===== config.mk =====
export PLATFORM = sky130hd
export DESIGN_NAME = memory_arbiter_flat
export DESIGN_NICKNAME = d
export VERILOG_FILES = /design/src/rtl/memory_arbiter_if.sv /design/src/rtl/memory_arbiter.sv /design/src/flat_wrapper.sv
export SDC_FILE = /design/constraint.sdc
export NUM_CORES = 1
export LEC_CHECK = 0
export CAP_MARGIN = 0
export CORE_AREA = 2 2 173 175
export CTS_CLUSTER_DIAMETER = 150
export CTS_CLUSTER_SIZE = 20
export DETAILED_ROUTE_END_ITERATION = 10
export DIE_AREA = 0 0 175 177
export PLACE_DENSITY = 0.5
export SYNTH_ARGS = -nofsm -noshare
export SYNTH_HDL_FRONTEND = slang
export SYNTH_SLANG_ARGS = --single-unit

===== constraint.sdc =====
create_clock -name CLK -period 7.1 [get_ports CLK]
set_input_delay 2.13 -clock CLK [delete_from_list [all_inputs] [get_ports CLK]]
set_output_delay 2.13 -clock CLK [all_outputs]
set_load 0.005 [all_outputs]

===== src/rtl/memory_arbiter_if.sv =====
// memory_arbiter_if
// Bundles every bus signal between the cache controllers, the arbiter and the
// shared RAM port. Clock and reset stay outside as plain module ports.
//   Cache side : iREN/iaddr, dREN/dWEN/daddr/dstore in;
//                iwait/dwait, iload/dload, ierr/derr out
//   RAM side   : ramREN/ramWEN/ramaddr/ramstore out; ramload/ramstate in
//   Status     : gnt_valid, gnt_id out
// Modports:
//   slave  - the arbiter's view (requests and RAM responses in, the rest out)
//   master - the environment's view (caches + RAM), the mirror image
// ramstate encoding: 0 FREE, 1 BUSY, 2 ACCESS, 3 ERROR.
interface memory_arbiter_if #(
    parameter int CPUS = 2,
    parameter int AW   = 32,
    parameter int DW   = 32
);
    localparam int SW = $clog2(2 * CPUS);

    logic [CPUS-1:0]          iREN;
    logic [CPUS-1:0][AW-1:0]  iaddr;
    logic [CPUS-1:0]          dREN;
    logic [CPUS-1:0]          dWEN;
    logic [CPUS-1:0][AW-1:0]  daddr;
    logic [CPUS-1:0][DW-1:0]  dstore;
    logic [CPUS-1:0]          iwait;
    logic [CPUS-1:0]          dwait;
    logic [CPUS-1:0][DW-1:0]  iload;
    logic [CPUS-1:0][DW-1:0]  dload;
    logic                     ramREN;
    logic                     ramWEN;
    logic [AW-1:0]            ramaddr;
    logic [DW-1:0]            ramstore;
    logic [DW-1:0]            ramload;
    logic [1:0]               ramstate;
    logic                     gnt_valid;
    logic [SW-1:0]            gnt_id;
    logic [CPUS-1:0]          ierr;
    logic [CPUS-1:0]          derr;

    modport slave (
        input  iREN, iaddr, dREN, dWEN, daddr, dstore, ramload, ramstate,
        output iwait, dwait, iload, dload, ramREN, ramWEN, ramaddr, ramstore,
        output gnt_valid, gnt_id, ierr, derr
    );

    modport master (
        output iREN, iaddr, dREN, dWEN, daddr, dstore, ramload, ramstate,
        input  iwait, dwait, iload, dload, ramREN, ramWEN, ramaddr, ramstore,
        input  gnt_valid, gnt_id, ierr, derr
    );
endinterface


===== src/rtl/memory_arbiter.sv =====
// memory_arbiter
// Round-robin arbiter between 2*CPUS cache requesters and one shared RAM port.
// Slot 2k is dcache k, slot 2k+1 is icache k. One transaction is granted at a
// time and the grant is held until RAM reports ACCESS or ERROR, or the granted
// slot withdraws its request. Coherence is not handled here.
// Ports:
//   CLK  - clock, rising edge
//   nRST - asynchronous active-low reset
//   bus  - memory_arbiter_if.slave carrying all cache and RAM signals
module memory_arbiter #(
    parameter int CPUS = 2,
    parameter int AW   = 32,
    parameter int DW   = 32
) (
    input logic             CLK,
    input logic             nRST,
    memory_arbiter_if.slave bus
);
    localparam int NS = 2 * CPUS;
    localparam int SW = $clog2(NS);

    localparam logic [1:0] RAM_FREE   = 2'd0;
    localparam logic [1:0] RAM_BUSY   = 2'd1;
    localparam logic [1:0] RAM_ACCESS = 2'd2;
    localparam logic [1:0] RAM_ERROR  = 2'd3;

    typedef enum logic {
        IDLE  = 1'b0,
        GRANT = 1'b1
    } state_t;

    state_t        state_q, state_d;
    logic [SW-1:0] gnt_id_q, gnt_id_d;
    logic [SW-1:0] last_q, last_d;     // slot that last completed (ACCESS or ERROR)
    logic [NS-1:0] err_q, err_d;       // per-slot error pulse, one cycle after ERROR

    // Per-slot views of the cache request signals
    logic [NS-1:0] req;
    logic [NS-1:0] slot_ren;
    logic [NS-1:0] slot_wen;
    logic [AW-1:0] slot_addr  [NS];
    logic [DW-1:0] slot_store [NS];
    logic [NS-1:0] wait_slot;

    logic          pick_found;
    logic [SW-1:0] pick_id;
    logic [SW-1:0] cand;

    logic          ram_ren;
    logic          ram_wen;
    logic [AW-1:0] ram_addr;
    logic [DW-1:0] ram_store;

    generate
        for (genvar gi = 0; gi < CPUS; gi++) begin : g_cpu
            // data slot
            assign req[2*gi]        = bus.dREN[gi] | bus.dWEN[gi];
            assign slot_ren[2*gi]   = bus.dREN[gi];
            assign slot_wen[2*gi]   = bus.dWEN[gi];
            assign slot_addr[2*gi]  = bus.daddr[gi];
            assign slot_store[2*gi] = bus.dstore[gi];
            // instruction slot (read-only)
            assign req[2*gi+1]        = bus.iREN[gi];
            assign slot_ren[2*gi+1]   = bus.iREN[gi];
            assign slot_wen[2*gi+1]   = 1'b0;
            assign slot_addr[2*gi+1]  = bus.iaddr[gi];
            assign slot_store[2*gi+1] = '0;

            assign bus.dwait[gi] = wait_slot[2*gi];
            assign bus.iwait[gi] = wait_slot[2*gi+1];
            assign bus.derr[gi]  = err_q[2*gi];
            assign bus.ierr[gi]  = err_q[2*gi+1];
            assign bus.iload[gi] = bus.ramload;
            assign bus.dload[gi] = bus.ramload;
        end
    endgenerate

    // Round-robin search: first requesting slot starting at last_q+1, wrapping.
    // Offset NS revisits last_q itself, so a lone requester is always found.
    always_comb begin
        pick_found = 1'b0;
        pick_id    = '0;
        cand       = '0;
        for (int off = 1; off <= NS; off++) begin
            cand = SW'((int'(last_q) + off) % NS);
            if (!pick_found && req[cand]) begin
                pick_found = 1'b1;
                pick_id    = cand;
            end
        end
    end

    always_comb begin
        state_d   = state_q;
        gnt_id_d  = gnt_id_q;
        last_d    = last_q;
        err_d     = '0;
        wait_slot = '1;
        ram_ren   = 1'b0;
        ram_wen   = 1'b0;
        ram_addr  = '0;
        ram_store = '0;
        case (state_q)
            IDLE: begin
                if (pick_found) begin
                    gnt_id_d = pick_id;
                    state_d  = GRANT;
                end
            end
            GRANT: begin
                ram_addr  = slot_addr[gnt_id_q];
                ram_store = slot_store[gnt_id_q];
                ram_wen   = slot_wen[gnt_id_q];
                // a write wins over a simultaneous read
                ram_ren   = slot_ren[gnt_id_q] & ~slot_wen[gnt_id_q];
                if (!req[gnt_id_q]) begin
                    // abort: no completion, rotation pointer untouched
                    state_d = IDLE;
                end else begin
                    case (bus.ramstate)
                        RAM_ACCESS: begin
                            wait_slot[gnt_id_q] = 1'b0;
                            last_d              = gnt_id_q;
                            state_d             = IDLE;
                        end
                        RAM_ERROR: begin
                            err_d[gnt_id_q] = 1'b1;
                            last_d          = gnt_id_q;
                            state_d         = IDLE;
                        end
                        RAM_FREE, RAM_BUSY: begin
                            state_d = GRANT;
                        end
                        default: begin
                            state_d = GRANT;
                        end
                    endcase
                end
            end
            default: begin
                state_d = IDLE;
            end
        endcase
    end

    always_ff @(posedge CLK or negedge nRST) begin
        if (!nRST) begin
            state_q  <= IDLE;
            gnt_id_q <= '0;
            last_q   <= SW'(NS - 1);   // slot 0 is first after reset
            err_q    <= '0;
        end else begin
            state_q  <= state_d;
            gnt_id_q <= gnt_id_d;
            last_q   <= last_d;
            err_q    <= err_d;
        end
    end

    assign bus.ramREN    = ram_ren;
    assign bus.ramWEN    = ram_wen;
    assign bus.ramaddr   = ram_addr;
    assign bus.ramstore  = ram_store;
    assign bus.gnt_valid = (state_q == GRANT);
    assign bus.gnt_id    = gnt_id_q;
endmodule


===== src/flat_wrapper.sv =====
// flat-port wrapper written by rule: the top's interface ports become plain ports
module memory_arbiter_flat 
#(
    parameter int CPUS = 2,
    parameter int AW   = 32,
    parameter int DW   = 32
)
  (CLK, nRST, bus_iREN, bus_iaddr, bus_dREN, bus_dWEN, bus_daddr, bus_dstore, bus_ramload, bus_ramstate, bus_iwait, bus_dwait, bus_iload, bus_dload, bus_ramREN, bus_ramWEN, bus_ramaddr, bus_ramstore, bus_gnt_valid, bus_gnt_id, bus_ierr, bus_derr);
  memory_arbiter_if #(.CPUS(CPUS), .AW(AW), .DW(DW)) bus_i ();
  input logic CLK;
  input logic nRST;
  input wire logic [$bits(bus_i.iREN)-1:0] bus_iREN;
  input wire logic [$bits(bus_i.iaddr)-1:0] bus_iaddr;
  input wire logic [$bits(bus_i.dREN)-1:0] bus_dREN;
  input wire logic [$bits(bus_i.dWEN)-1:0] bus_dWEN;
  input wire logic [$bits(bus_i.daddr)-1:0] bus_daddr;
  input wire logic [$bits(bus_i.dstore)-1:0] bus_dstore;
  input wire logic [$bits(bus_i.ramload)-1:0] bus_ramload;
  input wire logic [$bits(bus_i.ramstate)-1:0] bus_ramstate;
  output wire logic [$bits(bus_i.iwait)-1:0] bus_iwait;
  output wire logic [$bits(bus_i.dwait)-1:0] bus_dwait;
  output wire logic [$bits(bus_i.iload)-1:0] bus_iload;
  output wire logic [$bits(bus_i.dload)-1:0] bus_dload;
  output wire logic [$bits(bus_i.ramREN)-1:0] bus_ramREN;
  output wire logic [$bits(bus_i.ramWEN)-1:0] bus_ramWEN;
  output wire logic [$bits(bus_i.ramaddr)-1:0] bus_ramaddr;
  output wire logic [$bits(bus_i.ramstore)-1:0] bus_ramstore;
  output wire logic [$bits(bus_i.gnt_valid)-1:0] bus_gnt_valid;
  output wire logic [$bits(bus_i.gnt_id)-1:0] bus_gnt_id;
  output wire logic [$bits(bus_i.ierr)-1:0] bus_ierr;
  output wire logic [$bits(bus_i.derr)-1:0] bus_derr;
  assign bus_i.iREN = bus_iREN;
  assign bus_i.iaddr = bus_iaddr;
  assign bus_i.dREN = bus_dREN;
  assign bus_i.dWEN = bus_dWEN;
  assign bus_i.daddr = bus_daddr;
  assign bus_i.dstore = bus_dstore;
  assign bus_i.ramload = bus_ramload;
  assign bus_i.ramstate = bus_ramstate;
  assign bus_iwait = bus_i.iwait;
  assign bus_dwait = bus_i.dwait;
  assign bus_iload = bus_i.iload;
  assign bus_dload = bus_i.dload;
  assign bus_ramREN = bus_i.ramREN;
  assign bus_ramWEN = bus_i.ramWEN;
  assign bus_ramaddr = bus_i.ramaddr;
  assign bus_ramstore = bus_i.ramstore;
  assign bus_gnt_valid = bus_i.gnt_valid;
  assign bus_gnt_id = bus_i.gnt_id;
  assign bus_ierr = bus_i.ierr;
  assign bus_derr = bus_i.derr;
  memory_arbiter #(.CPUS(CPUS), .AW(AW), .DW(DW)) u_core (.CLK(CLK), .nRST(nRST), .bus(bus_i));
endmodule

==> metrics list <==
- Across the routed clock network, the largest skew measured is 0.004504 ns.
- Startpoint types: input port
- Shortest period the worst path allows: 6.380 ns
- The worst setup path is captured at an output port.
- CTS tree: done
- Drc violations: 0
- Number of enable-type register cells in the synthesized netlist: 0
- Timing would allow up to 156.7 MHz.
- Routed Antenna Nets: 0
- R2R depth: 4
- Together, buffers and inverters on the worst path number 2.
- The total overflow left after global routing is 0.
- Yosys top cell area share: 0.3502
- Number of search-and-repair iterations in the first detailed-routing pass: 4
* CTS-repair resized insts: 0
- Hold-fix buffer count after cts: 0
- RSZ-0062 raised after global routing: false
- Max-Cap Viols: 0
- The final layout contains routed wiring with a total length of 12900 microns.
- For the worst setup path, the data required time is 4.97 ns.
- Relative to the synthesized area, the layout overhead comes to 84.69%.
* Final net count: 672
* Latest clock arrival within the worst-skew pair: 0.24 ns
- Filler Cell Count: 3245
- Kind of cell with the highest combined delay on the critical path: buffers and inverters
* Root cell of the clock tree: sky130_fd_sc_hd__clkbuf_16
* Pin count of the biggest net entering global routing: 44
* Most numerous cell on the critical path: sky130_fd_sc_hd__clkdlybuf4s50_1
* DPL Wire Length: 10730 microns
* CTS clock-pin slew for the worst setup and hold paths: 0.04 ns
- GRT Total Usage: 0.07682
- Synth top area cells: sky130_fd_sc_hd__buf_4 (35%), sky130_fd_sc_hd__mux4_2 (27%), sky130_fd_sc_hd__a22o_1 (10%)
- Seq/Total Area, Yosys: 0.08172
* TritonCTS sink count: 9
* Setup violators final: 0
- # rows: 63
- In the finished design, the share of the clock period the worst path needs comes to 0.8987.
* Slew Viols, Final: 0
- Number of setup buffers added after CTS: 0
- First-pass GRT wire length: 17620 microns
- The number of antenna violations at the first check in global routing came to 0.
- Dividing the detail-routed via count by the number of cells gives 3.191.
- Antenna Cells: 0
* Die width: 175 microns
* Core Region: 0.02924 sq mm
- The run finished with clean final reports.
- Input/output buffers: 278
- Final Hold Violating Endpoints: 0
- The die covers 0.03098 sq mm.
- OpenSTA, run right after detailed placement, puts the worst setup slack at 0.7191 ns.
* Critical Path Stages: 6
- In the final routed layout, each cell accounts on average for 15.60 microns.
- Distinct cell type count after synthesis: 31
- In the final layout, the share of cells above drive strength 1 is 0.1236.
- In this run, the number of DRC markers left after iteration 0 of detailed routing was 68.
* Power per unit of standard cell area: 271.4 mW/mm^2
- Longest individual stage delay on the worst path: 0.52 ns
* Starting Density: 0.09528
- Of all nets on the critical path, the largest fanout is 4.
* CTS Buf Count: 3
- Largest buffer count on any clock path: 2
* Cells along the critical path: clkdlybuf4s50_1 > or2_1 > mux4_2 > and3b_2 > nand4_1 > clkdlybuf4s50_1
* Die span in y: 177 microns
- Share of synthesized registers carrying an async set or reset: 1.000
- Syn Area/Cell: 9.414 sq um
* Leading cell type in the layout, fill and taps excluded: sky130_fd_sc_hd__clkdlybuf4s50_1
* Routability-driven placement congestion ratio: 0.7380
* Nets in the synthesized netlist: 530
- Highest ir drop seen on vdd: 119.5 uV
* Static leakage power: 1.759 nW
- Via count of the first global-routing pass: 2716
* Critical Path AT: 4.25 ns
- Worst-Margin Slew: 1.002 ns
- Number of register bits inferred by synthesis: 9
* Synthesized instance count: 296
- The worst path meets setup with 0.7195 ns of slack.
* Top cell type by total area after synthesis: sky130_fd_sc_hd__buf_4
- The cell area that synthesis handed to floorplanning was 0.002786 sq mm.
- The Yosys step of the flow raised 0 warnings.
- Via count of the routed design: 2639
- Max_slew headroom: 0.3313
- CTS built an H-tree with a depth of 1.
* Ports placed on the boundary: 439
* Commonest non-fill, non-tap cells in the layout: sky130_fd_sc_hd__clkdlybuf4s50_1 (278), sky130_fd_sc_hd__mux4_2 (33), sky130_fd_sc_hd__a22o_1 (32), sky130_fd_sc_hd__and2_1 (32)
- Cell type of the slowest stage on the worst timing path: sky130_fd_sc_hd__clkdlybuf4s50_1
* Main synth FF type: sky130_fd_sc_hd__dfrtp_1
- Summed over all failing endpoints, the final setup total negative slack is 0 ns.
- Hold crit path type: flip-flop to flip-flop
- Counting instances, the worst hold path has a depth of 1.
- Critical path class: input port to output port
- Once layout is complete, the utilization of the core stands at 0.1760.
[worst paths after layout]
kind / start / end / slack [ns]
worst min-delay path: u_core.last_q[0]$_DFFE_PN1P_ / u_core.last_q[0]$_DFFE_PN1P_ / 0.66
max in group asynchronous: nRST / u_core.bus.gnt_id[0]$_DFFE_PN0P_ / 4.51
worst max register to register: u_core.bus.gnt_id[1]$_DFFE_PN0P_ / u_core.last_q[0]$_DFFE_PN1P_ / 5.04
worst min register to register: u_core.last_q[0]$_DFFE_PN1P_ / u_core.last_q[0]$_DFFE_PN1P_ / 0.66
min in group asynchronous: nRST / u_core.err_q[1]$_DFF_PN0_ / 2.23
worst max-delay path: bus_dWEN[1] / bus_iwait[0] / 0.72
[metrics by stage]
step	std cells	power, mW	instance area, sq um	hold slack [ns]
4_1_cts	827	1.433	5146	0.6565
2_1_floorplan	296	0.7298	2786	0.6282
6_report	827	1.397	5146	0.6576
5_1_grt	827	1.498	5146	0.6599
3_3_place_gp	823	1.326	5067	0.6442
3_5_place_dp	823	1.322	5067	0.6495
[synth_stat cells, types with 3 or more instances]
master / number
sky130_fd_sc_hd__a22o_1: 32
sky130_fd_sc_hd__mux4_2: 33
sky130_fd_sc_hd__clkbuf_1: 14
sky130_fd_sc_hd__dfrtp_1: 7
sky130_fd_sc_hd__mux2i_1: 3
sky130_fd_sc_hd__nor2_1: 5
sky130_fd_sc_hd__nand2_1: 6
sky130_fd_sc_hd__nor3_1: 5
sky130_fd_sc_hd__buf_4: 130
sky130_fd_sc_hd__and2_1: 32
[layout make-up]
| class | instances | area (sq um) | area share |
|---|---|---|---|
| sequential | 9 | 230.2 | 0.04474 |
| clock buffer | 4 | 78.83 | 0.01532 |
| multi-input combinational | 139 | 1518 | 0.2949 |
| inverter | 1 | 3.754 | 0.0007294 |
| timing repair buffer | 284 | 2828 | 0.5495 |
| tap | 390 | 488.0 | 0.09482 |
[report_power, final]
group	switching, mW	leakage, nW	internal (mW)
clock network	0.0251	0.0382	0.0751
logic	0.453	1.61	0.756
registers	0.0135	0.110	0.0739
[metal layers]
| metal | vias to the layer above | routed length [microns] | global-route usage | part of all wire |
|---|---|---|---|---|
| met5 | - | 0 | 0 | 0 |
| met4 | 0 | 447 | 0.03646 | 0.035 |
| met3 | 46 | 1289 | 0.02899 | 0.10 |
| met2 | 146 | 6253 | 0.1291 | 0.48 |
| met1 | 1224 | 4910 | 0.08588 | 0.38 |
| li1 | 1223 | - | - | - |
[logic make-up after synthesis]
kind of cell,Yosys count,share of synthesized area
and+or+nand+nor,61,0.1289
AOI/OAI and AO/OA,38,0.1176
buffers and inverters,148,0.3754
muxes,40,0.2964
DFF,9,0.08172
[flip-flops by register name, indices dropped and copies added, names as in the netlist]
name,flops
u_core.bus.gnt_id,2
u_core.bus.gnt_valid,1
u_core.err_q,4
u_core.last_q,2
(Power assumes the default switching activity.)
